--- config.mk ---
export PLATFORM = sky130hd
export DESIGN_NAME = imem_loader
export DESIGN_NICKNAME = d
export VERILOG_FILES = /design/src/rtl/imem_loader.sv
export SDC_FILE = /design/constraint.sdc
export NUM_CORES = 1
export LEC_CHECK = 0
export CAP_MARGIN = 0
export CORE_ASPECT_RATIO = 1.4
export CORE_MARGIN = 4
export CORE_UTILIZATION = 45
export DETAILED_ROUTE_END_ITERATION = 7
export PLACE_DENSITY = 0.81
export RECOVER_POWER = 25
export SKIP_LAST_GASP = 1
export SYNTH_ARGS = -nofsm -noshare
export SYNTH_HDL_FRONTEND = slang
export SYNTH_SLANG_ARGS = --single-unit
--- constraint.sdc ---
create_clock -name clk -period 5.7 [get_ports clk]
set_clock_uncertainty 0.2 [all_clocks]
set_input_delay 0.57 -clock clk [delete_from_list [all_inputs] [get_ports clk]]
set_output_delay 0.57 -clock clk [all_outputs]
set_load 0.01 [all_outputs]
--- src/rtl/imem_loader.sv ---
// Boot loader: assembles little-endian words from a byte stream, writes instruction memory, then releases the core.
// Optional checksum byte check after the image is enabled by defining IMEM_LOADER_CHECKSUM_EN.
module imem_loader #(
  parameter int DEPTH = 64,
  parameter int AW    = 8
) (
  input  logic          clk,
  input  logic          reset,
  input  logic          start,
  input  logic [7:0]    rx_data,
  input  logic          rx_valid,
  output logic          rx_ready,
  output logic          wr_en,
  output logic [AW-1:0] wr_addr,
  output logic [31:0]   wr_data,
  output logic          cpu_run,
  output logic          busy,
  output logic          error,
  output logic [AW-1:0] words_loaded
);

  typedef enum logic [2:0] {
    S_IDLE  = 3'd0,
    S_LEN   = 3'd1,
    S_DATA  = 3'd2,
    S_WRITE = 3'd3,
`ifdef IMEM_LOADER_CHECKSUM_EN
    S_CSUM  = 3'd4,
`endif
    S_DONE  = 3'd5,
    S_ERROR = 3'd6
  } state_e;

  localparam logic [7:0] DEPTH_B = 8'(DEPTH);

  state_e        state_q, state_d;
  logic [1:0]    byte_idx_q;
  logic [23:0]   word_q;
  logic [AW-1:0] n_q;
  logic [AW-1:0] words_q;
  logic [AW-1:0] wr_addr_q;
  logic [31:0]   wr_data_q;
  logic          rx_ready_q, wr_en_q, cpu_run_q, busy_q, error_q;
  logic          xfer_s, restart_s;
  logic [AW-1:0] count_inc_s;

`ifdef IMEM_LOADER_CHECKSUM_EN
  logic [7:0]    csum_q;

  function automatic logic [7:0] csum_update(input logic [7:0] acc, input logic [7:0] b);
    return acc ^ b;
  endfunction
`endif

  assign xfer_s      = rx_valid && rx_ready_q;
  assign restart_s   = start && ((state_q == S_IDLE) || (state_q == S_DONE) || (state_q == S_ERROR));
  assign count_inc_s = words_q + AW'(1'b1);

  // Next-state selection
  always_comb begin
    state_d = state_q;
    case (state_q)
      S_IDLE, S_DONE, S_ERROR: begin
        if (start) state_d = S_LEN;
        else       state_d = state_q;
      end
      S_LEN: begin
        if (!xfer_s)                 state_d = S_LEN;
        else if (rx_data == 8'd0)    state_d = S_DONE;
        else if (rx_data > DEPTH_B)  state_d = S_ERROR;
        else                         state_d = S_DATA;
      end
      S_DATA: begin
        if (xfer_s && (byte_idx_q == 2'd3)) state_d = S_WRITE;
        else                                state_d = S_DATA;
      end
      S_WRITE: begin
        if (count_inc_s == n_q) begin
`ifdef IMEM_LOADER_CHECKSUM_EN
          state_d = S_CSUM;
`else
          state_d = S_DONE;
`endif
        end else begin
          state_d = S_DATA;
        end
      end
`ifdef IMEM_LOADER_CHECKSUM_EN
      S_CSUM: begin
        if (!xfer_s)                state_d = S_CSUM;
        else if (rx_data == csum_q) state_d = S_DONE;
        else                        state_d = S_ERROR;
      end
`endif
      default: state_d = S_IDLE;
    endcase
  end

  // State, registered status outputs and datapath
  always_ff @(posedge clk or posedge reset) begin
    if (reset) begin
      state_q    <= S_IDLE;
      rx_ready_q <= 1'b0;
      wr_en_q    <= 1'b0;
      cpu_run_q  <= 1'b0;
      busy_q     <= 1'b0;
      error_q    <= 1'b0;
      byte_idx_q <= 2'd0;
      word_q     <= 24'd0;
      n_q        <= '0;
      words_q    <= '0;
      wr_addr_q  <= '0;
      wr_data_q  <= 32'd0;
`ifdef IMEM_LOADER_CHECKSUM_EN
      csum_q     <= 8'd0;
`endif
    end else begin
      state_q <= state_d;
      // Status flags follow the state being entered, so they are valid in that state's first cycle
`ifdef IMEM_LOADER_CHECKSUM_EN
      rx_ready_q <= (state_d == S_LEN) || (state_d == S_DATA) || (state_d == S_CSUM);
      busy_q     <= (state_d == S_LEN) || (state_d == S_DATA) || (state_d == S_WRITE) ||
                    (state_d == S_CSUM);
`else
      rx_ready_q <= (state_d == S_LEN) || (state_d == S_DATA);
      busy_q     <= (state_d == S_LEN) || (state_d == S_DATA) || (state_d == S_WRITE);
`endif
      wr_en_q   <= (state_d == S_WRITE);
      cpu_run_q <= (state_d == S_DONE);
      error_q   <= (state_d == S_ERROR);

      if (restart_s) begin
        words_q    <= '0;
        byte_idx_q <= 2'd0;
`ifdef IMEM_LOADER_CHECKSUM_EN
        csum_q     <= 8'd0;
`endif
      end else if (state_q == S_LEN && xfer_s) begin
        n_q <= AW'(rx_data);
      end else if (state_q == S_DATA && xfer_s) begin
        byte_idx_q <= byte_idx_q + 2'd1;
`ifdef IMEM_LOADER_CHECKSUM_EN
        csum_q     <= csum_update(csum_q, rx_data);
`endif
        case (byte_idx_q)
          2'd0: word_q[7:0]   <= rx_data;
          2'd1: word_q[15:8]  <= rx_data;
          2'd2: word_q[23:16] <= rx_data;
          2'd3: begin
            wr_data_q <= {rx_data, word_q};
            wr_addr_q <= words_q;
          end
          default: word_q <= word_q;
        endcase
      end else if (state_q == S_WRITE) begin
        words_q <= count_inc_s;
      end
    end
  end

  assign rx_ready     = rx_ready_q;
  assign wr_en        = wr_en_q;
  assign wr_addr      = wr_addr_q;
  assign wr_data      = wr_data_q;
  assign cpu_run      = cpu_run_q;
  assign busy         = busy_q;
  assign error        = error_q;
  assign words_loaded = words_q;

endmodule

==> metrics.cfg, run 1 <==
[drt]
drc = 0
wl_per_cell_um = 17.2
routed_via_density = 5.37
drt_wl_total_um = 7860
firstDrtPassIters = 4
drtIter0Drc = 155
via_count = 2459
antenna_left = 0

[setup_path]
cp-start-kind = input pin
reg2reg_from = state_q[2]$_DFF_PP0_
r2r_cells = 5
critical-path-top-delay-family = buffers and inverters
crit-reg2reg-capture = wr_data[4]$_DFFE_PP0P_
worst_ep_required_time_ns = 5.72
setup.worst_path.class = input pin to flip-flop
cp.buffers_inverters = 2
regToRegSetupSlack_ns = 3.03
worst-endpoint-arrival_ns = 2.83
slowest_stage = clkbuf_1
max_stage_delay_ns = 0.86
end_kind = flip-flop
worst-path-max-fanout = 20
cp_cell_sequence = dlygate4sd3_1 > nand3_1 > nor3_2 > clkbuf_1 > mux2_2

[hold_path]
min_to = wr_addr[3]$_DFFE_PP0P_
worstHoldStart = wr_addr[3]$_DFFE_PP0P_
hold_depth = 1
hold_class = flip-flop to flip-flop

[placement]
hpwl_um = 5480
dpl_cell_area_sq_um = 4580
dp.cells = 442
numPortBuffers = 64
dp_slack_ns = 2.74
place_congestion = 0.839

[sta]
report.final.slew_viol_count = 0
whs_ns = 0.298
setup_tns_ns = 0
rsz0062_at_grt = no
slew-limit-headroom = 0.244
worstMarginPinSlew_ns = 1.13
min_period_ns = 2.81
fmax_mhz = 356
final-hold-violation-count = 0
fin_ws_ns = 2.89
finalCritPeriodShare = 0.493
finalSetupViolCount = 0

[clocking]
root_buffer = clkbuf_16
clkSlewWorstSetupHoldPaths_ns = 0.06
postCtsHoldBufs = 0
cts_num_sinks = 90
cts_htree_levels = 3
cts_buffer_depth = 2
cts_made_buffers = 9
insertion_delay_ns = 0.34
cts_setup_buffers = 0
cts_tree = done
post_cts_resized = 0

[cells_and_area]
final_net_count = 368
syn_to_final_growth_pct = 27.5
regArea_sq_um = 2250
fin_area_sq_um = 4880
num_antenna_cells = 0
fillers = 650
final_cell_mix = dfrtp_1 (90), mux2_2 (72), dlygate4sd3_1 (36)
layout_commonest_cell = dfrtp_1
fin_util = 0.592
final_cell_count_no_fill = 458
drive_above_1_share = 0.287
multi_input_area_sq_um = 1520

[synth]
synth_top_family_by_area = multiplexers
synthCells = 284
synthXorXnorAreaFrac = 0.0385
synth.avg_cell_area_sq_um = 13.5
postSynth.asyncResetShare = 1.00
synth-edff-count = 0
yosys-mux-area-fraction = 0.214
yosys_warnings = 0
synth_ff_type = dfrtp_1
synth_cell_type_count = 38
synth-seq-cells = 90
syn_nets = 301
synth-compound-area-share = 0.0490
yosysSeqAreaShare = 0.588
synth-simple-area-share = 0.0764
synthAdderAreaFrac = 0.0163
synth_area_sq_um = 3830

[global_routing]
grt_pass1_wl_um = 13100
grt_pass1_vias = 2599
track_usage = 0.170
antenna_found_initial = 0
grt_max_degree = 74
grt_overflow_total = 0

[floorplan]
die_w_um = 86.0
die_area_sq_um = 10100
initial_core_util = 0.465
io_pins = 65
rows = 39
die_y_um = 117
core-area_sq_um = 8250

[run_status]
status = finished, final reports clean

[power]
p_leak_nw = 2.11
p_per_area_nw_per_um2 = 563
peakVddDrop_uv = 300
power.total_mw = 2.75

[job]
maxCapViolCount = 0

Yosys cell counts, types with 3 or more instances:
master    count  area, sq um
a21oi_1       9         45.0
buf_2         6         30.0
clkbuf_1      5         18.8
dfrtp_1      90         2250
ha_1          5         62.6
inv_1         5         18.8
mux2_2       72          811
nand2_1      11         41.3
nand2b_1      4         25.0
nand3_1       6         30.0
nand3b_1      3         22.5
nor2_1       16         60.1
nor3_1        3         15.0
o21ai_0       8         40.0
or3_2         3         22.5
xnor2_1       9         78.8
xor2_1        6         52.6
state kept, by name (all words and copies together) (netlist names):
signal,cells
busy,1
cpu_run,1
word_q,24
wr_addr,8
state_q,3
byte_idx_q,2
wr_en,1
wr_data,32
error,1
rx_ready,1
words_loaded,8
n_q,8
routing by layer:
metal | routed length, um | up-vias | global-route usage
met4 | 154 | 0 | 0.0750
met2 | 4140 | 58 | 0.295
met5 | 0 | - | 0
li1 | - | 1139 | -
met1 | 3230 | 1250 | 0.205
met3 | 334 | 12 | 0.0308
how the worst max path moves through the flow:
stage / start / slack, ns / depth (start not counted) / end
finish: rx_valid / 2.89 / 5 / wr_data[4]$_DFFE_PP0P_
global route: rx_valid / 2.78 / 5 / wr_data[14]$_DFFE_PP0P_
CTS: rx_data[3] / 3.07 / 7 / busy$_DFF_PP0_
detailed placement: rx_data[3] / 2.74 / 7 / busy$_DFF_PP0_
global placement: rx_data[3] / 2.79 / 7 / busy$_DFF_PP0_
floorplan: reset / 2.59 / 1 / busy$_DFF_PP0_
power breakdown:
part	total (mW)	internal, mW	switching (mW)
registers	1.13	0.923	0.202
logic	1.02	0.597	0.418
clock network	0.608	0.347	0.261
logic make-up (layout without fill, tap and decap cells):
logic type / Yosys count / after routing
flip-flops: 90 / 90
multiplexers: 73 / 73
AND/OR/NAND/NOR: 56 / 56
AO/OA/AOI/OAI: 28 / 28
XOR/XNOR: 16 / 16
buffers and inverters: 16 / 88
adder cells (fa/ha/maj): 5 / 5
layout make-up:
cell class,count,share of cell area
multi-input combinational,178,0.310
timing repair buffer,67,0.135
tap,102,0.0261
sequential,90,0.461
inverter,5,0.00410
clock buffer,9,0.0461
clock inverter,7,0.0172
(Power assumes the default switching activity.)
==> run 2, diff against run 1 <==
clock period = 2.8 ns   (was 5.7 ns; I/O delays follow)
==> run 2 against run 1 <==
Register-to-register slack got worse by 2.8 ns. Sequential power rose by 100%. Sequential cell count did not move. Count of clock-buffer cells in the layout rose by 1. First-iteration DRC count fell by 28%. Cell area rose by 0.92%. Critical path depth rose by 2. Sequential share of layout area fell by 0.42 points. Critical path type is now flip-flop to flip-flop. Critical endpoint is now state_q[1]$_DFF_PP0_. Largest power group unchanged.
==> metrics.cfg, run 2 (synthesized netlist as in run 1, its figures left out) <==
[hold_path]
hold_class = flip-flop to flip-flop

[placement]
place_congestion = 0.816
hpwl_um = 5690
dp.cells = 448
dpl_cell_area_sq_um = 4650
numPortBuffers = 64

[clocking]
post_cts_resized = 0
cts_buffer_depth = 2
clkSlewWorstSetupHoldPaths_ns = 0.06
cts_tree = done
insertion_delay_ns = 0.34
root_buffer = clkbuf_16
cts_htree_levels = 3
cts_made_buffers = 9
cts_num_sinks = 90
cts_setup_buffers = 0
postCtsHoldBufs = 0

[cells_and_area]
regArea_sq_um = 2250
multi_input_area_sq_um = 1520
num_antenna_cells = 0
syn_to_final_growth_pct = 28.7
layout_commonest_cell = dfrtp_1
fillers = 659
final_cell_count_no_fill = 464
drive_above_1_share = 0.301
largest_reg_flops = 32
final_cell_mix = dfrtp_1 (90), mux2_2 (72), clkdlybuf4s50_1 (63)
final_net_count = 374
fin_area_sq_um = 4930

[power]
p_comb_frac = 0.387
p_switching_mw = 1.76
clockPowerShare = 0.202
p_per_area_nw_per_um2 = 1130
p_leak_nw = 2.10
p_int_mw = 3.82
peakVddDrop_uv = 618
switching_share = 0.316
p_seq_frac = 0.411

[sta]
slew-limit-headroom = 0.0921
worstMarginPinSlew_ns = 1.35
final-hold-violation-count = 0
rsz0062_at_grt = no
setup_tns_ns = 0
report.final.slew_viol_count = 0
finalSetupViolCount = 0
min_period_ns = 2.55
fmax_mhz = 392
finalCritPeriodShare = 0.912

[setup_path]
reg2reg_from = words_loaded[0]$_DFFE_PP0P_
worst-path-max-fanout = 7
crit-reg2reg-capture = state_q[1]$_DFF_PP0_
worst_ep_required_time_ns = 2.83
critPathLaunch = words_loaded[0]$_DFFE_PP0P_
cp-start-kind = flip-flop
r2r_cells = 7
endpoint = state_q[1]$_DFF_PP0_
worst-endpoint-arrival_ns = 2.58
setup.worst_path.class = flip-flop to flip-flop
regToRegSetupSlack_ns = 0.25
slowest_stage = dfrtp_1
end_kind = flip-flop
cp_cell_sequence = ha_1 > nand3_2 > or2_4 > xor2_2 > a211oi_2 > o2111ai_2 > a311o_1
max_stage_delay_ns = 0.48

[floorplan]
die_w_um = 86.0
die_area_sq_um = 10100
die_y_um = 117
initial_core_util = 0.465
rows = 39
io_pins = 65
core-area_sq_um = 8250

[drt]
wl_per_cell_um = 17.3
drtIter0Drc = 112
routed_via_density = 5.34
firstDrtPassIters = 4
drc = 0
drt_wl_total_um = 8040
via_count = 2480
antenna_left = 0

[global_routing]
grt_pass1_wl_um = 13100
grt_overflow_total = 0
antenna_found_initial = 0
grt_max_degree = 48
grt_pass1_vias = 2645
track_usage = 0.172

[job]
maxCapViolCount = 0

[run_status]
status = finished, final reports clean

run 2: changes by cell type in the layout (fill, tap and decap cells not counted), sizes merged:
cell	previous run	this run
clkdlybuf4s50	28	63
clkinv	0	2
dlygate4sd3	36	1
bufinv	1	0
inv	7	5
buf	2	9
run 2: stage by stage:
step	setup WS [ns]	util	hold slack [ns]	total power [mW]
2_1_floorplan	0.408	-	0.231	3.48
3_3_place_gp	0.261	0.564	0.282	4.39
3_5_place_dp	0.241	0.564	0.290	4.49
4_1_cts	0.252	0.598	0.215	5.65
5_1_grt	0.0997	0.598	0.317	5.91
6_report	0.247	0.598	0.303	5.58
run 2: worst min-delay path by stage:
stage / from / endpoint / slack (ns) / depth (start not counted)
finish: wr_data[21]$_DFFE_PP0P_ / wr_data[21]$_DFFE_PP0P_ / 0.30 / 1
global route: word_q[20]$_DFFE_PP0P_ / word_q[20]$_DFFE_PP0P_ / 0.32 / 1
CTS: reset / wr_addr[7]$_DFFE_PP0P_ / 0.22 / 2
detailed placement: word_q[18]$_DFFE_PP0P_ / wr_data[18]$_DFFE_PP0P_ / 0.29 / 1
global placement: word_q[13]$_DFFE_PP0P_ / word_q[13]$_DFFE_PP0P_ / 0.28 / 1
floorplan: rx_data[0] / word_q[0]$_DFFE_PP0P_ / 0.23 / 1
run 2: layer usage:
metal,part of all wire,up-vias,GRT usage
met2,0.53,65,0.299
met5,0,-,0
met1,0.40,1258,0.200
met4,0.021,0,0.0803
met3,0.048,16,0.0427
li1,-,1141,-
run 2: final cells by class:
type                    instances  share of cell area
clock inverters                 6             0.00838
flip-flops and latches         90               0.457
repair buffers                 73               0.149
clock buffers                  10              0.0485
well taps                     102              0.0259
inverters                       5             0.00406
multi-input cells             178               0.308
run 2: worst max-delay path: cells and delay by family, from the launching register on:
family                     cells  cell delay [ns]
adders and majority gates      1             0.31
DFF                            1             0.48
xor gates and xnor gates       1             0.16
and+or+nand+nor                2             0.43
AOI/OAI and AO/OA              3             0.86
run 2: power groups by stage:
stage	clock, mW	combinational, mW	sequential [mW]
after floorplan	0	1.14	2.35
after global placement	0	2.11	2.28
after detailed placement	0	2.18	2.31
after CTS	1.15	2.20	2.29
after global routing	1.20	2.33	2.38
final	1.13	2.16	2.29
==> edit 1: new RTL, flow settings as in run 2 <==
Register the output `error` once more; this adds one clock of latency there. The other outputs are not delayed to match.
--- a/src/rtl/imem_loader.sv
+++ b/src/rtl/imem_loader.sv
@@ -166,3 +166,5 @@
   assign busy         = busy_q;
-  assign error        = error_q;
+  always_ff @(posedge clk) begin
+    error <= error_q;
+  end
   assign words_loaded = words_q;
Function: changed (a bounded check fails within 4 cycles, from zero or initial values and one cycle with reset high).
==> edit 1 against run 2 <==
  * Setup slack worse by 0.020 ns
  * Synthesized cell count is 0.35% higher
  * Maximum frequency down 0.77%
  * Total power rose by 1.2%
  * Core utilization rose by 0.18 points
  * Synthesized area is 0.52% higher
  * Clock power up 5%
  * Routed wire length fell by 1.6%
  * Combinational power hardly changed
  * Design area up 0.30%
  * Sequential cell count grew 1
  * Largest cell class unchanged
==> edit 1: results (changes against run 2) <==
Status:
- The run finished with clean final reports.

Layout:
- The fill cell total of the finished layout is 642 (-2.6%).
- The share of layout cells above drive strength 1 came to 29.6% (-0.55 points).

STA:
- The final worst slack came to 0.227 ns (-0.0198 ns).
- The worst slew slack as a fraction of its limit was 20.1% (+11 points).

Synth:
- The sequential share of the synthesized area was 59.0% (+0.21 points).
- The number of library cell types mapped by synthesis is 39 (+2.6%).
- The most used flip-flop cell after synthesis is dfrtp_1.
- In the post-synthesis netlist, the biggest area contributors are dfrtp_1 58%, mux2_2 21%, xnor2_1 2.0%, ha_1 1.6%, nor2_1 1.6%.
- The post-synthesis net count is 302 (+0.33%).
- After synthesis, the most frequently instantiated cells are 90 x dfrtp_1, 72 x mux2_2, 16 x nor2_1.
- The share of flip-flops with an asynchronous set or reset is 98.9% (-1.1 points).

Global route:
- The overall track demand over capacity in global routing was 16.7% (-0.56 points).
- The number of antenna violations at the first check in global routing is 0 (unchanged).
- The number of global-route vias before repair was 2,507 (-5.2%).
- The largest net degree at the start of global routing is 91 (+90%).
- The wire length of the first global-routing pass was 13,200 um (+1.1%).

Route:
- The detailed-route vias per instance is 5.31 (-0.56%).
- The number of iterations in the first detailed-routing pass is 4 (unchanged).
- The detail-routed net length per standard cell is 17.0 um (-1.6%).
- The DRC marker count from the first detailed-route iteration is 144 (+29%).

Power and ir drop:
- The static leakage is 2.10 nW (+0.31%).
- The worst ir drop on vdd is 0.750 mV (+21%).

Worst setup path:
- The depth of the worst register-to-register path is 7 (unchanged).
- In this design, the stage delay of the slowest critical-path cell is about 0.47 ns.

Clock tree:
- Clock latency on the worst-skew pair, taken at its later pin, is roughly 0.33 ns.
- The post-CTS clock slew at the launch and capture registers of the worst setup and hold paths was 0.06 ns (about the same).
- The number of post-CTS setup repair buffers is 0 (unchanged).
- The count of instances resized after the clock tree is built came to 0 (unchanged).

Placement:
- The final estimated routing congestion in global placement came to 0.833 (+2.1%).
- The port buffer count is 64 (unchanged).
- The sum of net half-perimeters after detailed placement came to 5430 um (-4.5%).
- The pre-CTS worst setup slack is 0.213 ns (-0.0272 ns).
edit 1: metrics by stage:
stage	instances	util, %	instance area [sq um]
CTS	464	60.1	4960
global route	464	60.0	4940
global placement	448	56.6	4660
finish	464	60.0	4940
detailed placement	448	56.6	4660
floorplan	285	-	3850
edit 1: logic make-up (layout without fill, tap and decap cells):
group | Yosys count | count (layout) | share of synthesized area (%)
XOR/XNOR | 16 | 16 | 3.83
buffers and inverters | 16 | 93 | 1.75
AND/OR/NAND/NOR | 56 | 56 | 7.60
AO/OA/AOI/OAI | 28 | 28 | 4.87
multiplexers | 73 | 73 | 21.3
flip-flops | 91 | 91 | 59.0
adder cells (fa/ha/maj) | 5 | 5 | 1.62
edit 1: area by class of cell:
cell class	count	share of cell area, %
Sequential cell	91	46.0
Clock inverter	6	1.29
Tap cell	102	2.58
Multi-Input combinational cell	178	30.7
Clock buffer	10	4.63
Inverter	5	0.455
Timing Repair Buffer	72	14.4
edit 1: worst register-to-register path, delay by kind of cell, from the launching register on:
family	cells	cell delay (ns)
flops	1	0.47
compound gates	3	0.91
simple gates	2	0.41
xor+xnor	1	0.16
fa+ha+maj	1	0.30
edit 1: where the power goes:
| group | total [mW] | switching, mW | internal (mW) |
|---|---|---|---|
| clock network | 1.19 | 0.494 | 0.692 |
| logic | 2.16 | 0.851 | 1.31 |
| registers | 2.30 | 0.402 | 1.89 |
edit 1: worst min-delay path by stage:
stage	startpoint	end	slack [ns]	cells after the start
after floorplan	error_q	error	0.12	0
after global placement	error_q	error	0.14	0
after detailed placement	error_q	error	0.14	0
after CTS	error_q	error	0.15	0
after global routing	error_q	error	0.17	0
final	error_q	error	0.15	0
edit 1: layer usage:
| metal | up-vias | GRT usage (%) | share of wire [%] |
|---|---|---|---|
| li1 | 1142 | - | - |
| met1 | 1265 | 21.7 | 42 |
| met2 | 50 | 27.0 | 53 |
| met3 | 9 | 4.20 | 3.7 |
| met4 | 0 | 5.46 | 1.4 |
| met5 | - | 0 | 0 |
==> edit 2: new RTL, config.mk and constraints of run 2 <==
Without the edit above. `AW`: 8 -> 9.
--- a/src/rtl/imem_loader.sv
+++ b/src/rtl/imem_loader.sv
@@ -4,3 +4,3 @@
   parameter int DEPTH = 64,
-  parameter int AW    = 8
+  parameter int AW    = 9
 ) (
Interface: changed (resized words_loaded and wr_addr); port bits go from 65 to 67. No check against the original RTL was run, so the function may have changed too.
==> edit 2 against run 2 <==
  * Total power down 24%
  * Final cell count up 5.6%
  * Largest power group unchanged
  * Synthesized area grew 8.9%
  * Sequential cell count increased by 2
  * Design area is 6.0% higher
  * Routed wire length up 7.5%
  * Synthesized cell count increased by 7.0%
  * Global-route usage shrank 0.31 points
  * Critical endpoint is now wr_data[11]
  * Setup slack gained 0.15 ns
==> edit 2: results (changes against run 2) <==
Status:
- The flow ran to the end, and the final reports show no timing, DRC or antenna violations.

Placement:
- The port buffer count is 66 (+3.1%).
- The pre-CTS worst setup slack came to 0.429 ns (+0.188 ns).
- The sum of net half-perimeters after detailed placement is 6160 um (+8.3%).
- The final estimated routing congestion in global placement is 0.801 (-1.8%).
- The area of placed instances is 4950 sq um (+6.5%).
- The number of cells after detailed placement is 473 (+5.6%).

Power and ir drop:
- The total internal power came to 2.96 mW (-23%).
- The static leakage is 2.50 nW (+19%).
- The worst ir drop on vdd is 0.606 mV (-2.0%).

Clock tree:
- CTS placed an instance of clkbuf_16 at the clock tree root.
- The maximum level of the CTS H-tree is 3 (unchanged).
- The clock latency reported for the late side of the worst-skew pair is 0.34 ns (about the same).
- The number of buffers added to fix hold violations after cts is 1 (+1).
- The maximum count of clock buffers along a single path is 2 (unchanged).
- The number of CTS-inserted buffers came to 9 (unchanged).
- The post-CTS clock slew at the launch and capture registers of the worst setup and hold paths is 0.06 ns (about the same).
- The count of instances resized after the clock tree is built is 0 (unchanged).
- The number of post-CTS setup repair buffers is 0 (unchanged).

Global route:
- The met3 track utilization from global routing came to 3.45% (-0.82 points).
- The met1 demand-to-capacity share in global routing came to 20.9% (+0.97 points).
- The number of global-route vias before repair is 2,760 (+4.3%).
- The number of antenna violations at the first check in global routing is 0 (unchanged).
- The wire length of the first global-routing pass was 14,000 um (+6.9%).
- The largest net degree at the start of global routing came to 38 (-21%).
- The global-route met2 utilization is 28.3% (-1.6 points).
- The overall track demand over capacity in global routing came to 16.9% (-0.31 points).

Synth:
- The Yosys warning count is 0 (unchanged).
- The commonest cells after synthesis are 92 x dfrtp_1, 39 x mux2_4, 34 x mux2_2.
- For this run, the leading register cell type out of synthesis is dfrtp_1.
- Yosys attributes the largest share of cell area to dfrtp_1 55%, mux2_4 14%, mux2_2 9.2%, o21ai_0 1.7%, nor2_1 1.5%.
- The sequential share of the synthesized area is 55.2% (-3.6 points).
- The number of library cell types mapped by synthesis is 46 (+21%).
- The share of flip-flops with an asynchronous set or reset is 100% (unchanged).
- The post-synthesis cell count is 304 (+7.0%).
- The post-synthesis net count is 321 (+6.6%).

Layout:
- The fill cell total of the finished layout was 711 (+7.9%).
- The final antenna diode count is 0 (unchanged).
- The share of layout cells above drive strength 1 came to 27.7% (-2.4 points).
- The flip-flop count of the largest register, all copies and words added is 32 (unchanged).
- The final-stage net count is 395 (+5.6%).

Route:
- Signal routing reaches up to met4.
- The DRC marker count from the first detailed-route iteration is 130 (+16%).
- The detail-routed net length per standard cell is 17.6 um (+1.8%).
- The count of vias placed by the detailed router is 2,626 (+5.9%).
- The total length of routed met3 wires was 286 um (-26%).
- The number of iterations in the first detailed-routing pass is 4 (unchanged).
- The final wirelength was 8640 um (+7.5%).
- The amount of wire on met2 after detailed routing is 4610 um (+8.7%).
- The post-route met1 wirelength is 3540 um (+9.2%).

Worst setup path:
- The worst endpoint data arrival time came to 2.43 ns (-0.15 ns).
- The top fanout value on the critical path is 32 (+25).

STA:
- The worst slew slack as a fraction of its limit is 40.9% (+32 points).

Hold path:
- The class of the most critical hold timing path is reg -> reg.
-- edit 2: final cells by class --
type                       count  area (sq um)  area share [%]
tap                          107           134            2.56
timing repair buffer          77           751            14.4
clock inverter                 4          31.3           0.598
sequential                    92          2300            44.0
multi-input combinational    190          1720            32.9
clock buffer                  12           256            4.91
inverter                       8          31.3           0.598
-- edit 2: path summary, 6_finish.rpt --
| path | from | end | slack [ns] | depth (start not counted) |
|---|---|---|---|---|
| max in group asynchronous | reset | wr_data[26] | 0.72 | 4 |
| worst max-delay path | state_q[1] | wr_data[11] | 0.39 | 4 |
| worst min-delay path | word_q[2] | wr_data[2] | 0.30 | 1 |
| min in group asynchronous | reset | wr_data[2] | 0.63 | 3 |
| worst min register to register | word_q[2] | wr_data[2] | 0.30 | 1 |
| worst max register to register | state_q[1] | wr_data[11] | 0.39 | 4 |
-- edit 2: worst max-delay path: stages (launching register included) --
cell and delay [ns]:
dfrtp_1 0.58, nor4b_1 0.60, nand2_4 0.29, buf_12 0.28, mux2_4 0.32
-- edit 2: cell families (layout without fill, tap and decap cells) --
family | count (synthesis) | after routing | share of synthesized area [%]
DFF | 92 | 92 | 55.2
muxes | 76 | 76 | 23.9
and+or+nand+nor | 63 | 63 | 8.28
AOI/OAI and AO/OA | 33 | 33 | 5.19
buffers and inverters | 22 | 101 | 3.15
xor gates and xnor gates | 13 | 13 | 2.73
adders and majority gates | 5 | 5 | 1.50
-- edit 2: power groups by stage --
stage | clock network (mW) | registers, mW | logic [mW]
after CTS | 1.17 | 1.93 | 1.17
after global routing | 1.23 | 1.96 | 1.26
final | 1.15 | 1.92 | 1.14
after global placement | 0 | 1.92 | 1.11
after floorplan | 0 | 1.87 | 0.822
after detailed placement | 0 | 1.95 | 1.16
